File: src/rtl/mul.sv
// rtl/mul.sv - shift-and-add sequential multiplier, fixed W-cycle latency (MUL_SIGNED_EN selects two's complement operands)
module mul #(
   parameter int W = 4
) (
   input  logic                     clk,
   input  logic                     rst,
   input  logic                     ld,
   input  logic [W-1:0]             a,
   input  logic [W-1:0]             b,
   output logic [2*W-1:0]           rp,
   output logic [2*W-1:0]           rm,
   output logic [W-1:0]             rq,
   output logic [$clog2(W+1)-1:0]   cnt,
   output logic                     busy,
   output logic                     done
);

   localparam int CW = $clog2(W+1);
   localparam logic [CW-1:0] LAST_CNT = CW'(W-1);

   typedef enum logic [1:0] {
      IDLE = 2'd0,
      RUN  = 2'd1,
      DONE = 2'd2
   } state_t;

   state_t            r_state;
   state_t            w_state_nxt;
   logic [2*W-1:0]    r_rp;
   logic [2*W-1:0]    r_rm;
   logic [W-1:0]      r_rq;
   logic [CW-1:0]     r_cnt;

   logic              w_last;
   logic [2*W-1:0]    w_a_ext;
   logic [2*W-1:0]    w_addend;
   logic [2*W-1:0]    w_rp_nxt;

   // The final iteration is the one that retires the last multiplier bit
   assign w_last = (r_cnt == LAST_CNT);

`ifdef MUL_SIGNED_EN
   // Signed: the multiplier's top bit carries weight -2^(W-1), so the
   // last partial product is subtracted rather than added
   assign w_a_ext  = {{W{a[W-1]}}, a};
   assign w_addend = w_last ? (~r_rm + {{(2*W-1){1'b0}}, 1'b1}) : r_rm;
`else
   assign w_a_ext  = {{W{1'b0}}, a};
   assign w_addend = r_rm;
`endif

   // Accumulate the current partial product only when the retiring bit is set
   assign w_rp_nxt = r_rq[0] ? (r_rp + w_addend) : r_rp;

   // State register
   always_ff @(posedge clk or negedge rst) begin
      if (!rst) begin
         r_state <= IDLE;
      end else begin
         r_state <= w_state_nxt;
      end
   end

   // Next state: a load restarts from any state, RUN ends after W iterations
   always_comb begin
      w_state_nxt = r_state;
      if (ld) begin
         w_state_nxt = RUN;
      end else begin
         case (r_state)
            IDLE:    w_state_nxt = IDLE;
            RUN:     w_state_nxt = w_last ? DONE : RUN;
            DONE:    w_state_nxt = DONE;
            default: w_state_nxt = IDLE;
         endcase
      end
   end

   // Datapath: load on ld, one shift-add step per RUN cycle, hold otherwise
   always_ff @(posedge clk or negedge rst) begin
      if (!rst) begin
         r_rp  <= '0;
         r_rm  <= '0;
         r_rq  <= '0;
         r_cnt <= '0;
      end else if (ld) begin
         r_rp  <= '0;
         r_rm  <= w_a_ext;
         r_rq  <= b;
         r_cnt <= '0;
      end else if (r_state == RUN) begin
         r_rp  <= w_rp_nxt;
         r_rm  <= {r_rm[2*W-2:0], 1'b0};
         r_rq  <= {1'b0, r_rq[W-1:1]};
         r_cnt <= r_cnt + 1'b1;
      end
   end

   assign rp   = r_rp;
   assign rm   = r_rm;
   assign rq   = r_rq;
   assign cnt  = r_cnt;
   assign busy = (r_state == RUN);
   assign done = (r_state == DONE);

endmodule
File: config.mk
export PLATFORM = sky130hd
export DESIGN_NAME = mul
export DESIGN_NICKNAME = d
export VERILOG_FILES = /design/src/rtl/mul.sv
export SDC_FILE = /design/constraint.sdc
export NUM_CORES = 1
export LEC_CHECK = 0
export ABC_AREA = 1
export BUFFER_PORTS_ARGS = -buffer_cell sky130_fd_sc_hd__buf_4
export CORE_MARGIN = 2
export CORE_UTILIZATION = 35
export CTS_CLUSTER_DIAMETER = 100
export DETAILED_ROUTE_END_ITERATION = 7
export MAX_ROUTING_LAYER = met4
export RECOVER_POWER = 50
export SYNTH_ARGS = -nofsm -noshare
export SYNTH_HDL_FRONTEND = slang
export SYNTH_SLANG_ARGS = --single-unit
File: constraint.sdc
create_clock -name clk -period 1.6 [get_ports clk]
set_input_delay 0.08 -clock clk [delete_from_list [all_inputs] [get_ports clk]]
set_output_delay 0.08 -clock clk [all_outputs]
set_load 0.05 [all_outputs]
==> results.ini, run 1 <==
[outcome]
status=finished clean

[synth]
syn_area_um2=1359
syn-num-nets=179
synthTopCellsByArea=dfrtp_1, nand2_1, ha_1
yosysSeqAreaShare_pct=46.04
yosysTopAreaCell=dfrtp_1
ys_types=23
synth_seq_cells=25
synth.avg_cell_area_um2=8.710
yosysTopAreaCellShare_pct=46.04
synthCells=156
ys_warn_count=0

[clock_tree]
cts_buffer_depth=2
cts_buffers=3
clk_pin_slew_ps=90
cts_resized=0
htree_levels=1
clk_latency_ps=270
root_buffer=clkbuf_8
cts_tree=done
cts_num_sinks=25

[sta]
layout_setup_ws_ps=99.94
fin_skew_ps=4.246
timing.hold.ws_ps=25.72
finalMaxSlewViolations=0
final_hold_viol_count=0
min_period_over_period_pct=93.75
worst_pin_slew_ps=634.0
setup_viol=0
max_freq_ghz=0.6666
fin_tns_setup_ps=0
slew_headroom_pct=57.73
period_minus_slack_ps=1500
rsz0062_at_grt=false

[power]
p_leak_nw=0.9338
max-vdd-ir-drop_uv=685.0
pwr_density_cell_nw_per_um2=1454
power_mw=2.513

[worst_setup_path]
path_max_fanout=2
rrSetupSlack_ps=100
timing.rr.start=rm[0]
crit_slowest_cell=dfrtp_2
critPathLaunchType=register
path_delay_family=adder cells
cp_data_required_time_ps=1770
crit_arrival_ps=1670
reg2reg_depth=8
cp_cell_sequence=ha_4, fa_2, nand3_1, nand2_1, nand2_1, nand3_1, nand3_1, nand2_1
critPathBufInv=0
critPathCaptureType=register
cp_slowest_stage_delay_ps=440
worstSetupPathType=register to register
r2r_end=rp[6]

[run]
drv_cap=0

[grt]
grt_max_degree=26
grt_pass1_wl_mm=5.092
grt_usage_pct=15.27
antenna_found_initial=0
grt_pass1_vias=1141
grt.overflow.total=0

[drt]
wire_per_inst_um=12.15
wl_mm=2.988
vias=1158
drt_iter0_drc=39
drtAntennaViolNets=0
wirelength_met1_mm=1.424
dr_wl_met3_um=125
wl_met2_mm=1.426
dr.max_layer_used=met4
drt-vias-per-instance=4.707
first_pass_iters=4
drc=0

[min_path]
hold_class=input pin to register
hold_end=rm[3]
min-delay-start=a[3]
worstHoldPathCells=3

[floorplanning]
die_y_um=66.31
die_area_um2=4397
placementRows=22
num_io_pins=36
start_util_pct=36.84
core_um2=3689
fp.dieW_um=66.31

[final_layout]
post_route_cells_drive_above_1_share_pct=22.73
stdcell_area_um2=1728
nets=222
area_growth_pct=27.16
antenna_cells=0
fill_cells=383

[placement]
dp_slack_ps=94.27
place_area_um2=1702
place_congestion=0.8453
dp_hpwl_mm=2.253
io_buffers=35

## layer usage
| layer | global-route usage [%] | vias to the layer above |
|---|---|---|
| met1 | 20.15 | 544 |
| met2 | 25.25 | 27 |
| met3 | 2.555 | 2 |
| met5 | - | - |
| li1 | - | 585 |
| met4 | 2.296 | 0 |
## cell families after synthesis
family | after synthesis | share of synthesized area, %
simple gates | 70 | 22.74
flops | 25 | 46.04
buf+inv | 24 | 7.090
compound gates | 22 | 10.59
fa+ha+maj | 12 | 11.60
xor+xnor | 3 | 1.934
## placed cells by master (no fill, tap or decap), types with 2 or more instances in the layout
cell and instances:
nand2_1 52, o21ai_0 3, inv_2 4, dfrtp_2 2
nand3_1 12, o22ai_1 3, a21oi_1 5, buf_4 26
nor2_1 3, o21ai_2 2, o211ai_1 2, clkbuf_8 3
inv_1 18, o21ai_1 2, dfrtp_1 23, ha_1 9
xor2_1 2, clkbuf_1 12, a22o_1 4
## stage by stage
step / utilization (%) / cells
6_report: 46.85 / 246
5_1_grt: 46.85 / 246
4_1_cts: 47.63 / 244
3_5_place_dp: 46.13 / 239
3_3_place_gp: 46.13 / 239
2_1_floorplan: - / 156
## cell usage after synthesis
master and count:
o21ai_0 3, inv_1 18, xnor2_1 1, nor2_8 1, nand3_1 12, o22ai_1 3, inv_4 1, xor2_1 2
nor2_1 3, fa_1 1, o211ai_1 2, dfrtp_1 25, inv_2 4, nand2_4 1, nand2_1 52, ha_1 11
nor2_4 1, o31ai_1 1, a22o_1 4, a21oi_1 5, o21ai_2 2, buf_4 1, o21ai_1 2
## what timing repair did
| item | 4_1_cts | 5_1_grt |
|---|---|---|
| hold buffers | 1 | 0 |
| hold endpoints to repair | 25 | 0 |
| endpoints found under the setup margin | 0 | 1 |
| setup buffers | 0 | 2 |
## registers in the layout, indices dropped and copies added, names as in the netlist
signal,count
rm,8
r_state,2
cnt,3
rq,4
rp,8
## worst reg2reg max path: cells and delay by family (launching register included)
kind	cells	cell delay [ps]
and+or+nand+nor	6	460
DFF	1	440
adders and majority gates	2	520
## worst max path at each step
stage / from / endpoint / slack, ps / cells past startpoint
2_1_floorplan: rm[2] / rp[7] / 1 / 7
3_3_place_gp: rm[0] / rp[6] / 140 / 8
3_5_place_dp: rm[0] / rp[6] / 90 / 8
4_1_cts: rm[0] / rp[6] / 80 / 8
5_1_grt: rm[2] / rp[5] / 0.5 / 7
6_report: rm[0] / rp[6] / 100 / 8
## power breakdown
group | leakage (nW) | internal (mW) | switching [mW]
logic | 0.588 | 0.361 | 0.895
registers | 0.323 | 0.761 | 0.120
clock network | 0.0228 | 0.178 | 0.198
total | 0.934 | 1.30 | 1.21
## final cells by class
cell class,count,area (um2),area share [%]
clock buffers,4,45.04,2.607
inverters,23,88.84,5.141
multi-input cells,107,654.4,37.87
flip-flops and latches,25,628.1,36.35
well taps,48,60.06,3.476
repair buffers,39,251.5,14.55
Power figures use the tool's default switching activity.
==> run 2, diff against run 1 <==
Settings changed: RECOVER_POWER 50 to not set.
==> results.ini, run 2 (synthesis gave the netlist of run 1 again) <==
[worst_setup_path]
path_depth=8
critPathBufInv=0
reg2reg_depth=8
worstSetupPathType=register to register
crit_slowest_cell=dfrtp_2
critPathLaunchType=register
path_delay_family=adder cells
path_max_fanout=2
cp_data_required_time_ps=1770
crit_arrival_ps=1670
cp_cell_sequence=ha_4, fa_2, nand3_1, nand2_1, nand2_1, nand3_1, nand3_1, nand2_1
critPathCaptureType=register
cp_slowest_stage_delay_ps=440

[power]
p_leak_nw=0.9795
max-vdd-ir-drop_uv=720.9
power_mw=2.575
pwr_density_cell_nw_per_um2=1454

[clock_tree]
clk_pin_slew_ps=90
cts_buffers=3
htree_levels=1
clk_latency_ps=270
cts_buffer_depth=2
cts_num_sinks=25
cts_tree=done
root_buffer=clkbuf_8

[sta]
min_period_over_period_pct=93.79
rsz0062_at_grt=false
fin_tns_setup_ps=0
slew_headroom_pct=78.25
worst_pin_slew_ps=326.2
finalMaxSlewViolations=0
fin_skew_ps=3.875
final_hold_viol_count=0
period_minus_slack_ps=1501
max_freq_ghz=0.6664
setup_viol=0

[final_layout]
register_area_um2=628.1
multi_input_area_um2=654.4
stdcell_count=246
area_growth_pct=30.39
layout_commonest_cell=nand2_1
post_route_cells_drive_above_1_share_pct=28.28
fill_cells=372
final_cell_mix=nand2_1, buf_4, dfrtp_1
stdcell_area_um2=1772
antenna_cells=0
nets=222

[drt]
vias=1155
wire_per_inst_um=12.14
drtAntennaViolNets=0
drt_iter0_drc=41
drc=0
wl_mm=2.987
drt-vias-per-instance=4.695
first_pass_iters=4

[floorplanning]
die_y_um=66.31
core_um2=3689
placementRows=22
num_io_pins=36
start_util_pct=36.84
fp.dieW_um=66.31
die_area_um2=4397

[placement]
dp_cells=239
place_congestion=0.8453
dp_hpwl_mm=2.253
io_buffers=35
place_area_um2=1702

[grt]
grt_pass1_vias=1141
grt_pass1_wl_mm=5.092
grt_usage_pct=15.27
antenna_found_initial=0
grt_max_degree=26
grt.overflow.total=0

[outcome]
status=finished clean

[min_path]
hold_class=input pin to register
worstHoldPathCells=3

[run]
drv_cap=0

run 2: changes by cell type in the layout (fill, tap and decap cells not counted):
cell / previous run / this run
buf_4: 26 / 38
clkbuf_1: 12 / 1
clkbuf_2: 1 / 0
run 2: final cells by class:
class / count / share of cell area (%)
Clock buffer: 4 / 2.542
Inverter: 23 / 5.014
Multi-Input combinational cell: 107 / 36.94
Sequential cell: 25 / 35.45
Tap cell: 48 / 3.390
Timing Repair Buffer: 39 / 16.67
run 2: metrics by stage:
stage | setup slack [ps] | utilization [%] | hold WS, ps
6_report | 99.30 | 48.03 | 26.17
5_1_grt | 0.5183 | 48.03 | 31.61
4_1_cts | 79.41 | 47.63 | 24.36
3_5_place_dp | 94.27 | 46.13 | 8.435
3_3_place_gp | 136.3 | 46.13 | 1.743
2_1_floorplan | 1.251 | - | -215.6
run 2: power breakdown:
part	switching (mW)	internal (mW)	total, mW
Combinational	0.895	0.421	1.32
Clock	0.198	0.178	0.376
Sequential	0.121	0.761	0.883
Total	1.21	1.36	2.58
run 2: timing repair:
action / 4_1_cts / 5_1_grt
hold endpoints to repair: 25 / 0
buffers inserted: 0 / 2
setup endpoints to repair: 0 / 1
gates resized for setup: 0 / 0
hold buffers: 1 / 0
run 2: path summary, 6_finish.rpt:
path	from	end	slack, ps
worst min-delay path	a[3]	rm[3]	30
worst max-delay path	rm[0]	rp[6]	100
min in group asynchronous	rst	rp[4]	250
worst min register to register	rp[2]	rp[2]	530
max in group asynchronous	rst	rm[0]	1090
worst max register to register	rm[0]	rp[6]	100
run 2: worst reg2reg max path, delay by kind of cell, from the launching register on:
family / cells / cell delay, ps
adder cells (fa/ha/maj): 2 / 520
flip-flops: 1 / 440
AND/OR/NAND/NOR: 6 / 460
run 2: routing by layer:
metal | vias to the layer above | global-route usage (%) | wire length (um)
met5 | - | - | 0
met2 | 27 | 25.25 | 1437
met1 | 541 | 20.15 | 1426
met4 | 0 | 2.296 | 11
met3 | 2 | 2.555 | 111
li1 | 585 | - | -
==> run 3, diff against run 2 <==
Settings changed: HOLD_SLACK_MARGIN set to 0.03, PLACE_DENSITY set to 0.7, TNS_END_PERCENT set to 5.
==> results.ini, run 3 (synthesis gave the netlist of run 1 again) <==
[outcome]
status=finished clean

[sta]
final_hold_viol_count=0
finalMaxSlewViolations=0
max_freq_ghz=0.6625
slew_headroom_pct=78.28
rsz0062_at_grt=true
setup_viol=0
min_period_over_period_pct=94.34
worst_pin_slew_ps=325.7
period_minus_slack_ps=1509
fin_skew_ps=1.519

[final_layout]
stdcell_count=249
final_cell_mix=nand2_1, buf_4, dfrtp_1
layout_commonest_cell=nand2_1
area_growth_pct=33.89
stdcell_area_um2=1819
post_route_cells_drive_above_1_share_pct=26.37
nets=225
antenna_cells=0

[power]
power_mw=2.585
p_leak_nw=0.9888
pwr_density_cell_nw_per_um2=1421
max-vdd-ir-drop_uv=812.8

[floorplanning]
start_util_pct=36.84
core_um2=3689
die_area_um2=4397
die_y_um=66.31
placementRows=22
num_io_pins=36
fp.dieW_um=66.31

[clock_tree]
clk_latency_ps=270
cts_buffers=3
htree_levels=1
cts_num_sinks=25
cts_tree=done
cts_buffer_depth=2
root_buffer=clkbuf_8
clk_pin_slew_ps=80

[drt]
vias=1173
wl_mm=3.034
wire_per_inst_um=12.18
first_pass_iters=4
drt-vias-per-instance=4.711
drt_iter0_drc=34
drc=0
drtAntennaViolNets=0

[placement]
io_buffers=35
place_congestion=0.8364
dp_hpwl_mm=2.252
place_area_um2=1692
dp_cells=238

[worst_setup_path]
reg2reg_depth=8
critPathCaptureType=register
path_max_fanout=3
timing.rr.start=rm[0]
rrSetupSlack_ps=90
cp_data_required_time_ps=1770
crit_arrival_ps=1680
worstSetupPathType=register to register
r2r_end=rp[6]
critPathLaunchType=register

[run]
drv_cap=0

[min_path]
hold_class=input pin to register
hold_end=rm[1]
min-delay-start=a[1]
worstHoldPathCells=3

[grt]
grt_max_degree=26
grt_usage_pct=16.13
antenna_found_initial=0
grt_pass1_vias=1191
grt_pass1_wl_mm=5.230
grt.overflow.total=0

## run 3: critical path, stage by stage, from the launching register on
cell and delay, ps:
dfrtp_2 440, ha_4 170, fa_2 350, nand3_1 70, nand2_1 70, nand2_1 90
nand3_1 70, nand3_1 90, nand2_1 50
## run 3: worst max path at each step
stage	cells after the start	slack (ps)	startpoint	end
after global routing	9	-10	rm[0]	rp[6]
after floorplan	6	-20	r_state[1]	rp[0]
after global placement	8	150	rm[0]	rp[6]
after detailed placement	8	100	rm[0]	rp[6]
after CTS	8	90	rm[0]	rp[6]
final	8	90	rm[0]	rp[6]
## run 3: layout make-up
type                       count  area, um2
fill                         357       1869
multi-input combinational    107      664.4
sequential                    25      628.1
timing repair buffer          42      332.8
inverter                      23      88.84
tap                           48      60.06
clock buffer                   4      45.04
## run 3: power breakdown
group / switching, mW / total [mW] / internal (mW)
Clock: 0.196 / 0.374 / 0.178
Combinational: 0.889 / 1.32 / 0.427
Sequential: 0.134 / 0.895 / 0.761
## run 3: repair_timing
| item | CTS | global route |
|---|---|---|
| resized for setup | 0 | 1 |
| setup buffers | 0 | 0 |
| endpoints found under the setup margin | 0 | 3 |
| hold endpoints to repair | 30 | 1 |
| hold buffers | 6 | 1 |
## run 3: per-layer routing
| metal | part of all wire, % | global-route usage (%) |
|---|---|---|
| met4 | 1.1 | 5.357 |
| met2 | 49 | 27.00 |
| met1 | 45 | 18.90 |
| met5 | 0 | - |
| met3 | 4.9 | 4.089 |
## run 3: stage by stage
stage               TNS, ps  util (%)  setup slack, ps  hold slack (ps)
floorplan            -32.84         -           -16.96           -215.6
global placement          0     45.86            148.4            4.296
detailed placement        0     45.86            97.01            2.686
CTS                       0     48.71            86.83            33.69
global route         -14.79     49.32           -14.79            55.82
finish                    0     49.32            90.57            42.23
